`src/rtl/keypad_pkg.sv`:
```
// rtl/keypad_pkg.sv - shared types and constants for the keypad encoder
// Purpose : state encoding, key indices and the priority encoder used by keypad_encoder.
// Ports   : none (package).
// Config  : KEYPAD_REPEAT_EN is consumed by keypad_encoder, not by this package.
package keypad_pkg;

   localparam int         NUM_KEYS = 18;
   localparam logic [4:0] KEY_BKSP = 5'd16;
   localparam logic [4:0] KEY_CLR  = 5'd17;

   typedef enum logic [2:0] {
      IDLE     = 3'd0,
      DEBOUNCE = 3'd1,
      EMIT     = 3'd2,
      HOLD     = 3'd3,
      RELEASE  = 3'd4
   } state_t;

   // Highest set index wins, so clear beats backspace beats F down to 0.
   function automatic logic [4:0] prio_enc(input logic [NUM_KEYS-1:0] v);
      logic [4:0] idx;
      idx = '0;
      for (int i = 0; i < NUM_KEYS; i++) begin
         if (v[i]) begin
            idx = 5'(i);
         end
      end
      return idx;
   endfunction

endpackage

```
`src/rtl/sync2.sv`:
```
// rtl/sync2.sv - parameterised-width two-flop synchroniser
// Purpose : bring asynchronous levels into the clk domain.
// Ports   : clk, rst_n (async active-low), d [WIDTH-1:0] raw in, q [WIDTH-1:0] synchronised out.
// Config  : no build macros.
module sync2 #(
   parameter int WIDTH = 1
) (
   input  logic             clk,
   input  logic             rst_n,
   input  logic [WIDTH-1:0] d,
   output logic [WIDTH-1:0] q
);

   logic [WIDTH-1:0] meta_q, meta_d;
   logic [WIDTH-1:0] sync_q, sync_d;

   always_comb begin
      meta_d = d;
      sync_d = meta_q;
   end

   always_ff @(posedge clk or negedge rst_n) begin
      if (!rst_n) begin
         meta_q <= '0;
         sync_q <= '0;
      end else begin
         meta_q <= meta_d;
         sync_q <= sync_d;
      end
   end

   assign q = sync_q;

endmodule

```
`src/rtl/keypad_encoder.sv`:
```
// rtl/keypad_encoder.sv - debounced priority keypad encoder, one strobe per press
// Purpose : synchronise and debounce 18 push buttons, emit one formatted strobe per press.
// Ports   : clk; rst (async active-low); pb [19:0] raw buttons ([15:0] hex, 16 bksp, 17 clr, [19:18] unused);
//           strobe, in_char [3:0], is_ctrl, bksp, clr - registered, asserted only in EMIT.
// Config  : define KEYPAD_REPEAT_EN to enable auto-repeat of held hex/backspace keys.
module keypad_encoder
   import keypad_pkg::*;
#(
   parameter int DEBOUNCE_CYCLES = 4,
   parameter int REPEAT_DELAY    = 16,
   parameter int REPEAT_PERIOD   = 8
) (
   input  logic        clk,
   input  logic        rst,
   input  logic [19:0] pb,
   output logic        strobe,
   output logic [3:0]  in_char,
   output logic        is_ctrl,
   output logic        bksp,
   output logic        clr
);

   localparam logic [7:0] CNT_LAST = 8'(DEBOUNCE_CYCLES - 1);

   logic [NUM_KEYS-1:0] pb_sync;
   logic                any_key;
   logic [1:0]          unused_pb;

   state_t     state_q, state_d;
   logic [7:0] cnt_q, cnt_d;
   logic [4:0] key_q, key_d;

   logic       strobe_q, strobe_d;
   logic [3:0] in_char_q, in_char_d;
   logic       is_ctrl_q, is_ctrl_d;
   logic       bksp_q, bksp_d;
   logic       clr_q, clr_d;

`ifdef KEYPAD_REPEAT_EN
   localparam logic [15:0] REP_FIRST = 16'(REPEAT_DELAY - 1);
   localparam logic [15:0] REP_NEXT  = 16'(REPEAT_PERIOD - 1);

   logic [15:0] rep_cnt_q, rep_cnt_d;
   // Set after the debounced strobe so the first repeat waits the longer delay.
   logic        rep_first_q, rep_first_d;
   logic [15:0] rep_last;
   logic        rep_ok;

   assign rep_last = rep_first_q ? REP_FIRST : REP_NEXT;
   assign rep_ok   = pb_sync[key_q] && (key_q != KEY_CLR);
`else
   localparam int unused_repeat_cfg = REPEAT_DELAY + REPEAT_PERIOD;
`endif

   assign unused_pb = pb[19:18];

   sync2 #(.WIDTH(NUM_KEYS)) u_sync (
      .clk   (clk),
      .rst_n (rst),
      .d     (pb[NUM_KEYS-1:0]),
      .q     (pb_sync)
   );

   assign any_key = |pb_sync;

   always_comb begin
      state_d = state_q;
      cnt_d   = cnt_q;
      key_d   = key_q;
`ifdef KEYPAD_REPEAT_EN
      rep_cnt_d   = rep_cnt_q;
      rep_first_d = rep_first_q;
`endif
      case (state_q)
         IDLE: begin
            if (any_key) begin
               state_d = DEBOUNCE;
               cnt_d   = '0;
               key_d   = prio_enc(pb_sync);
            end
         end
         DEBOUNCE: begin
            // Only the captured key matters; other keys cannot keep a bounce alive.
            if (!pb_sync[key_q]) begin
               state_d = IDLE;
            end else if (cnt_q == CNT_LAST) begin
               state_d = EMIT;
`ifdef KEYPAD_REPEAT_EN
               rep_first_d = 1'b1;
`endif
            end else begin
               cnt_d = cnt_q + 8'd1;
            end
         end
         EMIT: begin
            state_d = HOLD;
`ifdef KEYPAD_REPEAT_EN
            rep_cnt_d = '0;
`endif
         end
         HOLD: begin
            if (!any_key) begin
               state_d = RELEASE;
               cnt_d   = '0;
            end
`ifdef KEYPAD_REPEAT_EN
            else if (rep_ok) begin
               if (rep_cnt_q == rep_last) begin
                  state_d     = EMIT;
                  rep_first_d = 1'b0;
               end else begin
                  rep_cnt_d = rep_cnt_q + 16'd1;
               end
            end else begin
               rep_cnt_d = '0;
            end
`endif
         end
         RELEASE: begin
            if (any_key) begin
               state_d = HOLD;
`ifdef KEYPAD_REPEAT_EN
               rep_cnt_d = '0;
`endif
            end else if (cnt_q == CNT_LAST) begin
               state_d = IDLE;
            end else begin
               cnt_d = cnt_q + 8'd1;
            end
         end
         default: begin
            state_d = IDLE;
         end
      endcase
   end

   // Outputs are decoded from the next state and registered, so they are
   // glitch-free flop outputs that are high exactly while state_q is EMIT.
   always_comb begin
      strobe_d  = (state_d == EMIT);
      in_char_d = '0;
      is_ctrl_d = 1'b0;
      bksp_d    = 1'b0;
      clr_d     = 1'b0;
      if (state_d == EMIT) begin
         if (!key_d[4]) begin
            in_char_d = key_d[3:0];
         end else begin
            is_ctrl_d = 1'b1;
            bksp_d    = (key_d == KEY_BKSP);
            clr_d     = (key_d == KEY_CLR);
         end
      end
   end

   always_ff @(posedge clk or negedge rst) begin
      if (!rst) begin
         state_q   <= IDLE;
         cnt_q     <= '0;
         key_q     <= '0;
         strobe_q  <= 1'b0;
         in_char_q <= '0;
         is_ctrl_q <= 1'b0;
         bksp_q    <= 1'b0;
         clr_q     <= 1'b0;
      end else begin
         state_q   <= state_d;
         cnt_q     <= cnt_d;
         key_q     <= key_d;
         strobe_q  <= strobe_d;
         in_char_q <= in_char_d;
         is_ctrl_q <= is_ctrl_d;
         bksp_q    <= bksp_d;
         clr_q     <= clr_d;
      end
   end

`ifdef KEYPAD_REPEAT_EN
   always_ff @(posedge clk or negedge rst) begin
      if (!rst) begin
         rep_cnt_q   <= '0;
         rep_first_q <= 1'b0;
      end else begin
         rep_cnt_q   <= rep_cnt_d;
         rep_first_q <= rep_first_d;
      end
   end
`endif

   assign strobe  = strobe_q;
   assign in_char = in_char_q;
   assign is_ctrl = is_ctrl_q;
   assign bksp    = bksp_q;
   assign clr     = clr_q;

endmodule

```
`config.mk`:
```
export PLATFORM = sky130hd
export DESIGN_NAME = keypad_encoder
export DESIGN_NICKNAME = d
export VERILOG_FILES = /design/src/rtl/keypad_pkg.sv /design/src/rtl/sync2.sv /design/src/rtl/keypad_encoder.sv
export SDC_FILE = /design/constraint.sdc
export NUM_CORES = 1
export LEC_CHECK = 0
export ABC_AREA = 1
export CORE_MARGIN = 2
export CORE_UTILIZATION = 59
export CTS_CLUSTER_SIZE = 25
export DETAILED_ROUTE_END_ITERATION = 6
export PLACE_DENSITY = 0.84
export SLEW_MARGIN = 20
export SYNTH_ARGS = -nofsm -noshare
export SYNTH_HDL_FRONTEND = slang
export SYNTH_SLANG_ARGS = --single-unit
```
`constraint.sdc`:
```
create_clock -name clk -period 4 [get_ports clk]
set_input_delay 1.2 -clock clk [delete_from_list [all_inputs] [get_ports clk]]
set_output_delay 1.2 -clock clk [all_outputs]
set_load 0.02 [all_outputs]
```
== After elaboration in Yosys (flattened, before gate mapping) ==
Index checks and enable logic that the tools add are counted.
Storage, ports and cells
  bits in registers: 60
  bits of input ports: 22
  output and inout bits: 8
  word-level logic and storage cells: 70
Operators by class
  add/subtract/negate cells: 1
  magnitude comparators: 1
  equal/unequal tests: 12
  multiplexer cells: 42
  reductions and logical operators: 4
Operators with widths (count)
  two-way mux 5 bit: 18
  two-way mux 8 bit: 5
  one-hot mux 8 bit (4 select lines): 1
  two-way mux 3 bit: 6
  OR reduction 18 bit: 1
  one-hot mux 3 bit (5 select lines): 1
  == test 5 bit (second input constant): 2
  == test 3 x 2 -> 1 bit (second input constant): 3
  adder 8 x 1 -> 8 bit (second input constant): 1
  == test 8 x 2 -> 1 bit (second input constant): 1
  two-way mux 1 bit: 8
  two-way mux 4 bit: 2
  inequality test 2 bit (second input constant): 4
  less-than comparator 5 x 6 -> 1 bit (second input constant): 1
  binary-select mux 1 bit (select 5 bit): 1
  AND reduction 5 bit: 1
  nonzero test 4 bit: 1
  == test 3 x 1 -> 1 bit (second input constant): 1
  == test 3 bit (second input constant): 1
  logical NOT 3 bit: 1

== Longest topological paths before layout ==
  word-level depth: 22
  gate-level depth with buffers: 19
  gate-level depth less buffers: 19

== Modules after synthesis ==
Synthesis repeated with hierarchy kept, for this count alone.
Second synthesis, totals
  cell total of the unflattened synthesis: 259
  area total of the unflattened synthesis: 2471.1 um^2
By module, submodules not included
  keypad_encoder: times used 1, cells an instance 223, area each 1570.3 um^2, sequential area each 600.6 um^2
  sync2: times used 1, cells an instance 36, area each 900.9 um^2, sequential area each 900.9 um^2

== Worst setup path after synthesis ==
Ideal clock, no wire load.
  kind: register to register
  start point: register u_sync.sync_q[4], in the netlist u_sync.q[4]
  end point: register cnt_q[4]
  setup time: 0.118 ns
  data arrival time: 1.609 ns
  data required time: 3.882 ns
  slack: 2.273 ns
  cell stages (with the launch flop): 12
  path buffers: 1
  period minus slack after synthesis: 1.727 ns
  cells stage by stage: dfrtp_1 > nor2_4 > nand3_2 > nor3_2 > nand2_2 > clkinv_2 > nor2_2 > nor4_4 > nand2_4 > buf_12 > nand2_2 > o21ai_2
On the way
  word-level cells in the longest chain between the ends: 4
  elaborated cells between the ends (all ways): 8
  those cells by class: eq/ne (4); mux (2); reduce/logical (2)
Ends and longest elaborated chain
  from (decl): line sync2.sv:15  | logic [WIDTH-1:0] sync_q, sync_d;
  from (signal assigned): line sync2.sv:28  | sync_q <= sync_d;
  binary-select mux 1 bit (select 5 bit): line keypad_encoder.sv:84  | if (!pb_sync[key_q]) begin
  two-way mux 1 bit (implied by the code): line keypad_encoder.sv:84
  inequality test 2 bit (no source line)
  AND reduction 5 bit (no source line) (*)
  to (signal assigned): line keypad_encoder.sv:168  | cnt_q <= cnt_d;
  to (decl): line keypad_encoder.sv:30  | logic [7:0] cnt_q, cnt_d;
Mark *: on every way between the ends. The rest lies on a longest branch, timed or not. The select of a mux whose other input is x is not followed.
A chain may end at the register's enable or synchronous reset.

== Final worst setup path ==
  start point: register in_char_q[0], in the netlist in_char[0]
  end point: output port in_char[0]
RTL lines
  from (decl): line keypad_encoder.sv:34  | logic [3:0] in_char_q, in_char_d;
  from (signal assigned): line keypad_encoder.sv:171  | in_char_q <= in_char_d;
  to (decl): line keypad_encoder.sv:17  | output logic [3:0] in_char,
No word-level cell between the ends.

==> metrics.txt <==
status complete, no violations; top area cells in the synthesized netlist dfrtp_1 (59%), nand2_1 (8.3%), inv_1 (5.7%); HPWL after detailed placement around 3000 um; EDFF count, synth 0; Tmin final 2.466 ns; worst setup slack before clock tree synthesis 1.823 ns; placer's final routability congestion estimate 0.8184; area share of the leading cell type in the synthesized netlist 58.94%; placement-stage cell area 2836 um^2; grt met3 use 7.558%; final clock period utilization by the worst path 61.66%; list of most frequent post-synthesis cells dfrtp_1 (60), nand2_1 (56), inv_1 (39); number of clock sinks seen by CTS 60; post-CTS clock slew at the launch and capture registers of the worst setup and hold paths 0.06 ns; delay-heaviest family, CP buffers and inverters; share of total power in combinational logic 25.9%; Post-synth top flop dfrtp_1; class of the tightest hold or removal check flip-flop to flip-flop; num rows 23; post-detailed-route count of antenna-violating nets 0; most congested layer reported by global routing met2; die width 69.71 um; gr usage total 19.95%; Critical Path Slowest Stage Cell clkdlybuf4s50_1; Syn. warnings 0; Switching Share 32.82%; power density relative to cell area 601.4 nW/um^2; Net Switching roughly 600 uW; sequential share of the synthesized area 58.94%; fraction of layout instances using a drive strength above 1 16.78%; endpoint class of the critical path output pin; Remaining DRCs 0; worst-case clock skew 0.007590 ns; Clock Power Share 33.6%; category of the most critical setup path flip-flop to output pin; Vert. Die Dim 69.71 um; met1 usage in global routing 25.24%; final hold violations 0; Filler Cells Inserted 283; slew at the pin closest to its max-slew limit about 0.6 ns; fin worst setup slack 1.534 ns; arrival time reported for the critical path endpoint approximately 1.3 ns; Max rail drop VDD 0.0002846 V; H-tree Lvls 3; CP Data Required Time 2.80 ns; Lkg Pwr 1.469 nW; CTS Hold Bufs 0; Wirelength per Cell ~12 um; number of post-CTS setup repair buffers 0; final core utilization 75.26%; final setup violating endpoints 0; cell accounting for the most synthesized area dfrtp_1; io pins 30; Vias/cell 4.994; Initial Utilization 62.34%; Power Total ~1.8 mW; TritonCTS clock tree yes; die area 4859 um^2; post-route standard cell area excluding fillers 3075 um^2; CTS Root Buffer Type clkbuf_8; Diodes inserted 0; launching element type of the critical path flip-flop; Pre-Repair DR Iteration Count 4; Syn-to-layout area delta 20.73%; internal power of the cells 1.243 mW; final-report max-slew violation count 0; buffers and inverters on the worst path 1; number of resized instances in the post-cts repair step 0; syn nets around 290; largest net degree at the start of global routing 49; via count of the first global-routing pass 1729; via total after detailed routing about 1.8k; number of max-cap violations 0; Worst Path Max Fanout 1; number of instances in the synthesized netlist between 200 and 300; initial drt markers between 100 and 150; summed instance area of the synthesized netlist 2547 um^2; CP cell instances clkdlybuf4s50_1; Overflow after GRT 0; core area 4086 um^2; unrepaired setup endpoints after global routing false; clock network latency to the later pin of the worst-skew pair between 0.3 and 0.4 ns; Max Fclk slightly above 0.4 GHz; number of nets at the end of the flow between 300 and 400; count of state elements after synthesis 60; sum of routed wire length over all layers 4086 um; library cell with the highest instance count after synthesis dfrtp_1; number of antenna violations at the first check in global routing 0; Avg Cell Area, Syn roughly 9.7 um^2; biggest cell delay along the critical path approximately 0.6 ns; met2 usage between 30% and 40%; library cells used by synthesis 35; relative max-transition margin around three fifths; part of the power in registers 40.5%; number of port buffers 27; total clock buffers created by CTS 9; largest buffer count on any clock path 2; share of flip-flops with an asynchronous set or reset 100.0%; setup TNS 0 ns; global-route wire length before repair 7438 um
==> final timing paths <==
| kind | end | depth (start not counted) | slack [ns] | from |
|---|---|---|---|---|
| setup / recovery | in_char[0] | 1 | 1.53 | in_char[0] |
| hold / removal | u_sync.q[0] | 0 | 0.34 | u_sync.meta_q[0] |
| setup reg to reg | cnt_q[2] | 11 | 1.91 | key_q[0] |
| hold reg to reg | u_sync.q[0] | 0 | 0.34 | u_sync.meta_q[0] |
| max in group asynchronous | u_sync.meta_q[0] | 2 | 2.55 | rst |
| min in group asynchronous | u_sync.q[15] | 1 | 0.86 | rst |
==> power by group through the flow <==
stage	clock, mW	combinational, mW	sequential, mW
CTS	0.631	0.482	0.748
global placement	0	0.462	0.754
global route	0.666	0.541	0.757
floorplan	0	0.454	0.724
finish	0.622	0.480	0.748
detailed placement	0	0.475	0.759
==> flip-flops by register name, summed over array words and instances, names as in the netlist <==
signal and count:
cnt_q 8, is_ctrl 1, bksp 1, strobe 1, u_sync.q 18, in_char 4
state_q 3, key_q 5, u_sync.meta_q 18, clr 1
==> cells in the final DEF (no fill, tap or decap), drive strengths merged <==
cell type / count
nor2: 25
bufinv: 2
nand3b: 2
o211ai: 5
ha: 1
dfrtp: 60
o21ai: 19
buf: 2
nand4: 2
nor4: 3
xor2: 2
or2: 4
nor3: 5
clkbuf: 13
clkinv: 1
nand3: 15
o22ai: 1
a21oi: 6
clkinvlp: 1
clkdlybuf4s50: 26
o21a: 1
inv: 44
a31oi: 1
o32ai: 1
nand2: 62
==> kinds of logic (layout without fill, tap and decap cells) <==
family          after synthesis  count (layout)  share of synthesized area (%)
compound gates               34              34                          9.480
xor+xnor                      2               2                         0.6877
fa+ha+maj                     1               1                         0.4911
buf+inv                      48              89                          8.497
flops                        60              60                          58.94
simple gates                118             118                          21.91
==> stage by stage <==
step	std cells	hold WS, ns
5_1_grt	354	0.3476
2_1_floorplan	263	0.3312
4_1_cts	354	0.3469
6_report	354	0.3444
3_3_place_gp	338	0.3325
3_5_place_dp	338	0.3347
==> per-layer routing <==
layer	part of all wire, %	wire length [um]
met1	46	1880
met2	47	1926
met3	5.1	209
met4	1.7	70
met5	0	0
==> worst register-to-register path, stage by stage, from the launching register on <==
cell and delay [ns]:
dfrtp_1 0.73, nand2_1 0.18, o211ai_2 0.10, nand3_1 0.10, nand3_1 0.08, nand3_1 0.06
nand2_1 0.07, o21ai_2 0.08, or2_4 0.25, nand2_4 0.19, nand2_1 0.11, o21ai_2 0.07
==> area by class of cell <==
| cell class | instances | area, um^2 | share of cell area, % |
|---|---|---|---|
| flip-flops and latches | 60 | 1501 | 48.82 |
| multi-input cells | 155 | 829.5 | 26.97 |
| repair buffers | 28 | 275.3 | 8.950 |
| inverters | 45 | 170.2 | 5.533 |
| clock buffers | 13 | 168.9 | 5.492 |
| clock inverters | 3 | 67.56 | 2.197 |
| well taps | 50 | 62.56 | 2.034 |
(Power assumes the default switching activity.)
